File: src/rtl/shift_pkg.sv
`default_nettype none
// ============================================================================
// Module   : shift_pkg
// Purpose  : Shared codes, FSM states and op decoding for the shift sequencer.
// Revision : 1.0 - initial release
// ============================================================================
package shift_pkg;

    typedef enum logic [2:0] {
        OP_SLL     = 3'b000,
        OP_SRL     = 3'b001,
        OP_SRA     = 3'b010,
        OP_SLLV    = 3'b011,
        OP_SRAV    = 3'b100,
        OP_LUI     = 3'b101,
        OP_SRLM    = 3'b110,
        OP_ILLEGAL = 3'b111
    } op_e;

    typedef enum logic [2:0] {
        CMD_HOLD = 3'b000,
        CMD_LOAD = 3'b001,
        CMD_SLL  = 3'b010,
        CMD_SRL  = 3'b011,
        CMD_SRA  = 3'b100
    } shift_cmd_e;

    typedef enum logic [1:0] {
        SEL_FIELD = 2'b00,
        SEL_RS    = 2'b01,
        SEL_CONST = 2'b10,
        SEL_MEM   = 2'b11
    } shamt_sel_e;

    typedef enum logic [1:0] {
        ST_IDLE  = 2'b00,
        ST_LOAD  = 2'b01,
        ST_SHIFT = 2'b10,
        ST_DONE  = 2'b11
    } state_e;

    localparam int LUI_SHAMT = 16;

    typedef struct packed {
        shamt_sel_e sel;
        shift_cmd_e cmd;
        logic       illegal;
    } op_dec_t;

    function automatic op_dec_t decode_op(input logic [2:0] i_code);
        op_dec_t w_d;
        w_d = '{sel: SEL_FIELD, cmd: CMD_HOLD, illegal: 1'b0};
        case (op_e'(i_code))
            OP_SLL:  w_d = '{sel: SEL_FIELD, cmd: CMD_SLL, illegal: 1'b0};
            OP_SRL:  w_d = '{sel: SEL_FIELD, cmd: CMD_SRL, illegal: 1'b0};
            OP_SRA:  w_d = '{sel: SEL_FIELD, cmd: CMD_SRA, illegal: 1'b0};
            OP_SLLV: w_d = '{sel: SEL_RS,    cmd: CMD_SLL, illegal: 1'b0};
            OP_SRAV: w_d = '{sel: SEL_RS,    cmd: CMD_SRA, illegal: 1'b0};
            OP_LUI:  w_d = '{sel: SEL_CONST, cmd: CMD_SLL, illegal: 1'b0};
            OP_SRLM: w_d = '{sel: SEL_MEM,   cmd: CMD_SRL, illegal: 1'b0};
            default: w_d = '{sel: SEL_FIELD, cmd: CMD_HOLD, illegal: 1'b1};
        endcase
        return w_d;
    endfunction

endpackage
`default_nettype wire

File: src/rtl/shift_reg.sv
`default_nettype none
// ============================================================================
// Module   : shift_reg
// Purpose  : DATA_W register with hold/load/SLL/SRL/SRA command per cycle.
// Revision : 1.0 - initial release
// ============================================================================
module shift_reg
    import shift_pkg::*;
#(
    parameter int DATA_W  = 32,
    parameter int SHAMT_W = 5
) (
    input  logic               clk,
    input  logic               reset,
    input  logic [2:0]         i_cmd,
    input  logic [DATA_W-1:0]  i_data,
    input  logic [SHAMT_W-1:0] i_amt,
    output logic [DATA_W-1:0]  o_q
);

    logic [DATA_W-1:0] r_q;

    always_ff @(posedge clk) begin
        if (!reset) begin
            r_q <= '0;
        end else begin
            case (shift_cmd_e'(i_cmd))
                CMD_LOAD: r_q <= i_data;
                CMD_SLL:  r_q <= r_q << i_amt;
                CMD_SRL:  r_q <= r_q >> i_amt;
                CMD_SRA:  r_q <= $signed(r_q) >>> i_amt;
                default:  r_q <= r_q;
            endcase
        end
    end

    assign o_q = r_q;

endmodule
`default_nettype wire

File: src/rtl/shift_seq_ctrl.sv
`default_nettype none
// ============================================================================
// Module   : shift_seq_ctrl
// Purpose  : Sequences one shift request: latch operands, load, shift, done.
// Revision : 1.0 - initial release
// ============================================================================
module shift_seq_ctrl
    import shift_pkg::*;
#(
    parameter int DATA_W  = 32,
    parameter int SHAMT_W = 5
) (
    input  logic               clk,
    input  logic               reset,
    input  logic               start,
    input  logic [2:0]         op,
    input  logic [DATA_W-1:0]  src_data,
    input  logic [SHAMT_W-1:0] shamt_field,
    input  logic [DATA_W-1:0]  rs_val,
    input  logic [DATA_W-1:0]  mem_val,
    output logic               busy,
    output logic               done,
    output logic               err,
    output logic [DATA_W-1:0]  result,
    output logic [1:0]         shamt_sel,
    output logic [2:0]         shift_op
);

    state_e             r_state;
    state_e             w_next_state;
    op_dec_t            r_dec;
    logic [DATA_W-1:0]  r_src;
    logic [SHAMT_W-1:0] r_field;
    logic [SHAMT_W-1:0] r_rs_amt;
    logic [SHAMT_W-1:0] r_mem_amt;
    logic [SHAMT_W-1:0] w_amt;
    shift_cmd_e         w_cmd;
    logic               w_accept;
    logic               w_unused;

    assign w_accept = (r_state == ST_IDLE) && start;

    // Only the low amount bits of rs/mem ever matter.
    assign w_unused = ^{rs_val[DATA_W-1:SHAMT_W], mem_val[DATA_W-1:SHAMT_W]};

    always_ff @(posedge clk) begin
        if (!reset) begin
            r_state   <= ST_IDLE;
            r_dec     <= '0;
            r_src     <= '0;
            r_field   <= '0;
            r_rs_amt  <= '0;
            r_mem_amt <= '0;
        end else begin
            r_state <= w_next_state;
            if (w_accept) begin
                r_dec     <= decode_op(op);
                r_src     <= src_data;
                r_field   <= shamt_field;
                r_rs_amt  <= rs_val[SHAMT_W-1:0];
                r_mem_amt <= mem_val[SHAMT_W-1:0];
            end
        end
    end

    always_comb begin
        w_next_state = r_state;
        w_cmd        = CMD_HOLD;
        case (r_state)
            ST_IDLE: begin
                if (start) w_next_state = ST_LOAD;
            end
            ST_LOAD: begin
                w_cmd        = CMD_LOAD;
                w_next_state = r_dec.illegal ? ST_DONE : ST_SHIFT;
            end
            ST_SHIFT: begin
                w_cmd        = r_dec.cmd;
                w_next_state = ST_DONE;
            end
            ST_DONE: begin
                w_next_state = ST_IDLE;
            end
            default: w_next_state = ST_IDLE;
        endcase
    end

    always_comb begin
        w_amt = r_field;
        case (r_dec.sel)
            SEL_FIELD: w_amt = r_field;
            SEL_RS:    w_amt = r_rs_amt;
            SEL_CONST: w_amt = SHAMT_W'(LUI_SHAMT);
            SEL_MEM:   w_amt = r_mem_amt;
            default:   w_amt = r_field;
        endcase
    end

    shift_reg #(
        .DATA_W  (DATA_W),
        .SHAMT_W (SHAMT_W)
    ) u_shift_reg (
        .clk    (clk),
        .reset  (reset),
        .i_cmd  (w_cmd),
        .i_data (r_src),
        .i_amt  (w_amt),
        .o_q    (result)
    );

    assign busy      = (r_state != ST_IDLE);
    assign done      = (r_state == ST_DONE);
    assign err       = done && r_dec.illegal;
    assign shamt_sel = r_dec.sel;
    assign shift_op  = w_cmd;

endmodule
`default_nettype wire
File: config.mk
export PLATFORM = sky130hd
export DESIGN_NAME = shift_seq_ctrl
export DESIGN_NICKNAME = d
export VERILOG_FILES = /design/src/rtl/shift_pkg.sv /design/src/rtl/shift_reg.sv /design/src/rtl/shift_seq_ctrl.sv
export SDC_FILE = /design/constraint.sdc
export NUM_CORES = 1
export LEC_CHECK = 0
export ABC_AREA = 1
export BUFFER_PORTS_ARGS = -buffer_cell sky130_fd_sc_hd__buf_2
export CAP_MARGIN = 20
export CORE_ASPECT_RATIO = 1.5
export CORE_MARGIN = 5
export CORE_UTILIZATION = 35
export CTS_BUF_LIST = sky130_fd_sc_hd__clkbuf_16
export DETAILED_ROUTE_END_ITERATION = 6
export PLACE_DENSITY_LB_ADDON = 0.12
export SYNTH_ARGS = -nofsm -noshare
export SYNTH_HDL_FRONTEND = slang
export SYNTH_HIERARCHICAL = 1
export SYNTH_SLANG_ARGS = --single-unit
File: constraint.sdc
create_clock -name clk -period 5.15 [get_ports clk]
set_input_delay 0.7725 -clock clk [delete_from_list [all_inputs] [get_ports clk]]
set_output_delay 0.7725 -clock clk [all_outputs]
set_load 0.01 [all_outputs]
==> out/results.ini <==
[outcome]
status = completed

[placed_design]
io_buffer_count = 92
routabilityCongestion = 0.9528
dp.cells = 1550
dpl.hpwl_mm = 21.52
place_ws_ns = 1.912
placed_area_sq_mm = 0.007620

[power_and_ir_drop]
power_frac_comb = 0.631
p_per_area_mw_per_mm2 = 643.7
swShare = 0.5479
power.leakage_uw = 0.003831
power.internal_uw = 2315
power.switching_uw = 2805
p_total_uw = 5120
peakVddDrop_uv = 425.7
clockPowerShare = 0.141
sequentialPowerShare = 0.228

[layout]
instances_no_fill = 1567
fin_nets = 1410
nFillCells = 2405
multi_input_area_sq_mm = 0.004766
n_antenna_cell = 0
drive_gt1_frac = 0.1144
syn_to_final_growth_pct = 10.44
seq_area_sq_mm = 0.001742
final_area_sq_mm = 0.007954

[sta]
period_needed_ns = 3.261
finalHoldViolations = 0
fin_setup_tns_ns = 0
rsz0062_at_grt = false
skew_ns = 0.01456
setup_viol = 0
tightest_slew_ns = 0.8481
max_slew_margin = 0.4340
drv_slew = 0
setup_slack_ns = 1.889
fmax_ghz = 0.3066
period_share = 0.6333

[clock_tree]
htreeDepth = 3
clock-sinks = 87
clock_latency_ns = 0.37
clk_pin_slew_ns = 0.08
clk_path_buf_depth = 2
post_cts_buffers = 0
cts_buffers = 9
cts_tree = yes
cts_resized = 0
cts_root_buf = clkbuf_16
cts_hold_buf = 0

[synthesis]
syn-num-nets = 1379
synth-main-ff-cell = dfxtp_1
synth_top_area_share = 0.2418
synth_edf_count = 0
ys_types = 49
yosys_register_bits = 87
synth.area.top_cells = dfxtp_1 (24%), nand2_1 (20%), nand3_1 (17%)
avgSynthCellArea_sq_um = 5.684
syn_area_sq_mm = 0.007202
ys_seq_area_frac = 0.2418
synth_warnings = 6
synthArstFlopShare = 0
syn_inst = 1267
synth_top_cell_by_area = dfxtp_1

[global_route]
grt_pass1_vias = 8140
grt_max_degree = 71
grt_use_met1 = 0.2871
grt_pass1_wl_mm = 44.71
grt_util_met3 = 0.04450
antenna_found_initial = 0
busiest_layer = met2
grt_usage = 0.2445
met2_usage = 0.4039
grt_overflow = 0

[worst_setup_path]
required_ns = 5.45
cp_top_family = simple AND/OR/NAND/NOR gates
path_buf_inv = 5
timing.rr.end = u_shift_reg/o_q[20]$_SDFFE_PN0P_
cp_slowest_stage_delay_ns = 0.57
crit_path_cell_trace = inv_1, ha_1, inv_1, nor2_1, inv_1, nand3_2, nand2_2, nor2_4, inv_2, nand2_1, inv_1, nand2_1, a31oi_1, nand2_1, nand2_1, a21oi_1
path_max_fanout = 26
ff2ff_setup_slack_ns = 1.89
worstSetupPathType = reg2reg
end_kind = flip-flop
worstReg2RegStart = r_state[0]$_SDFFE_PN0P_
slowest_stage = nor2_4
crit_arrival_ns = 3.56
startpoint_type = flip-flop
ff2ff_path_depth = 16

[hold_path]
hp-class = reg2reg
whs_endpoint = r_dec[1]$_SDFFE_PN0P_
hold_depth = 2
min_from = r_dec[1]$_SDFFE_PN0P_

[job]
drv_cap = 0

[drt]
via_per_inst = 5.474
drt_iter0_drc = 758
wl_per_cell_um = 18.63
routed_wl_mm = 29.20
vias = 8578
ant_nets = 0
drt-pass1-iter-count = 6
drc = 0

[floorplan]
rows = 64
die_h_um = 185.7
die_w_um = 127.1
die_area_sq_mm = 0.02361
coreArea_sq_mm = 0.02034
initial_utilization = 0.3541
io_pins = 147

-- cell usage after synthesis, types with 2 or more instances --
master,instances
nor2_4,4
nand2_4,2
buf_6,5
buf_1,5
nor2_1,163
a21oi_2,3
nand4_1,19
a21oi_1,42
buf_2,31
nand3_1,247
o22ai_1,2
inv_2,5
nor3_1,3
clkbuf_1,22
a31oi_1,4
ha_1,5
nand3_2,2
o21ai_2,2
clkinv_1,2
o21ai_1,26
inv_4,2
o21ai_0,76
nand2_1,381
or2_0,4
nand2_2,5
dfxtp_1,87
o211ai_1,15
buf_4,13
and2_1,12
inv_1,55
clkbuf_2,5
-- registers in the layout, indices dropped and copies added, names as in the netlist --
register         flops
r_src               32
u_shift_reg/o_q     32
r_field              5
r_mem_amt            5
r_rs_amt             5
r_dec                4
r_state              2
shamt_sel            2
-- placed cells by master, fill, tap and decap left out, types with 2 or more instances in the layout --
cell | Yosys | routed
a31oi_1 | 4 | 4
and2_1 | 12 | 12
o211ai_1 | 15 | 15
buf_2 | 31 | 92
a21oi_2 | 3 | 3
o22ai_1 | 2 | 2
nand2_2 | 5 | 5
nand2_1 | 381 | 381
o21ai_2 | 2 | 2
inv_4 | 2 | 2
or2_0 | 4 | 4
o21ai_1 | 26 | 26
bufinv_16 | 0 | 2
inv_1 | 55 | 56
a21oi_1 | 42 | 42
dfxtp_1 | 87 | 87
o21ai_0 | 76 | 76
nor2_4 | 4 | 4
nand3_1 | 247 | 245
clkinv_4 | 1 | 2
nor3_1 | 3 | 3
inv_2 | 5 | 5
nand4_1 | 19 | 19
nand2_4 | 2 | 2
clkbuf_16 | 0 | 9
buf_4 | 13 | 9
nand3_2 | 2 | 4
ha_1 | 5 | 5
clkinv_1 | 2 | 3
nor2_1 | 163 | 163
-- per-layer routing --
| metal | part of all wire | wire length, um |
|---|---|---|
| met5 | 0 | 0 |
| met4 | 0.070 | 2052 |
| met3 | 0.064 | 1873 |
| met2 | 0.47 | 13690 |
| met1 | 0.40 | 11590 |
-- through the flow --
step           utilization  hold slack (ns)
5_1_grt             0.3911           0.4982
2_1_floorplan            -           0.4443
6_report            0.3911           0.4698
3_3_place_gp        0.3746           0.4591
3_5_place_dp        0.3746           0.4611
4_1_cts             0.3901           0.4709
-- cells by family (layout without fill, tap and decap cells) --
logic type | after synthesis | after routing | share of synthesized area
AOI/OAI and AO/OA | 180 | 180 | 0.1393
adders and majority gates | 5 | 5 | 0.008687
buffers and inverters | 147 | 183 | 0.09781
DFF | 87 | 87 | 0.2418
muxes | 1 | 1 | 0.001390
and+or+nand+nor | 847 | 847 | 0.5109
-- power groups by stage --
stage / sequential, uW / combinational, uW / clock, uW
6_report: 1170 / 3230 / 721
5_1_grt: 1210 / 3590 / 767
2_1_floorplan: 1150 / 2330 / 0
4_1_cts: 1180 / 3180 / 741
3_5_place_dp: 1190 / 3170 / 0
3_3_place_gp: 1180 / 3170 / 0
-- final cells by class --
type | instances | area share
Multi-Input combinational cell | 1033 | 0.5992
Sequential cell | 87 | 0.2190
Timing Repair Buffer | 102 | 0.06890
Tap cell | 264 | 0.04153
Inverter | 65 | 0.03193
Clock buffer | 9 | 0.02832
Clock inverter | 7 | 0.01117
-- tightest hold or removal path, cell delays in order, from the launching register on --
cell	delay (ns)
dfxtp_1	0.31
nand2_1	0.06
a21oi_1	0.05
-- how the worst max path moves through the flow --
| stage | end | start | cells past startpoint | slack, ns |
|---|---|---|---|---|
| floorplan | u_shift_reg/o_q[23]$_SDFFE_PN0P_ | r_state[0]$_SDFFE_PN0P_ | 13 | 2.85 |
| global placement | u_shift_reg/o_q[22]$_SDFFE_PN0P_ | r_state[0]$_SDFFE_PN0P_ | 13 | 1.93 |
| detailed placement | u_shift_reg/o_q[20]$_SDFFE_PN0P_ | r_state[0]$_SDFFE_PN0P_ | 16 | 1.91 |
| CTS | u_shift_reg/o_q[20]$_SDFFE_PN0P_ | r_state[0]$_SDFFE_PN0P_ | 16 | 1.90 |
| global route | u_shift_reg/o_q[20]$_SDFFE_PN0P_ | r_state[0]$_SDFFE_PN0P_ | 16 | 1.64 |
| finish | u_shift_reg/o_q[20]$_SDFFE_PN0P_ | r_state[0]$_SDFFE_PN0P_ | 16 | 1.89 |
No activity file was read; power rests on OpenSTA's default activity.
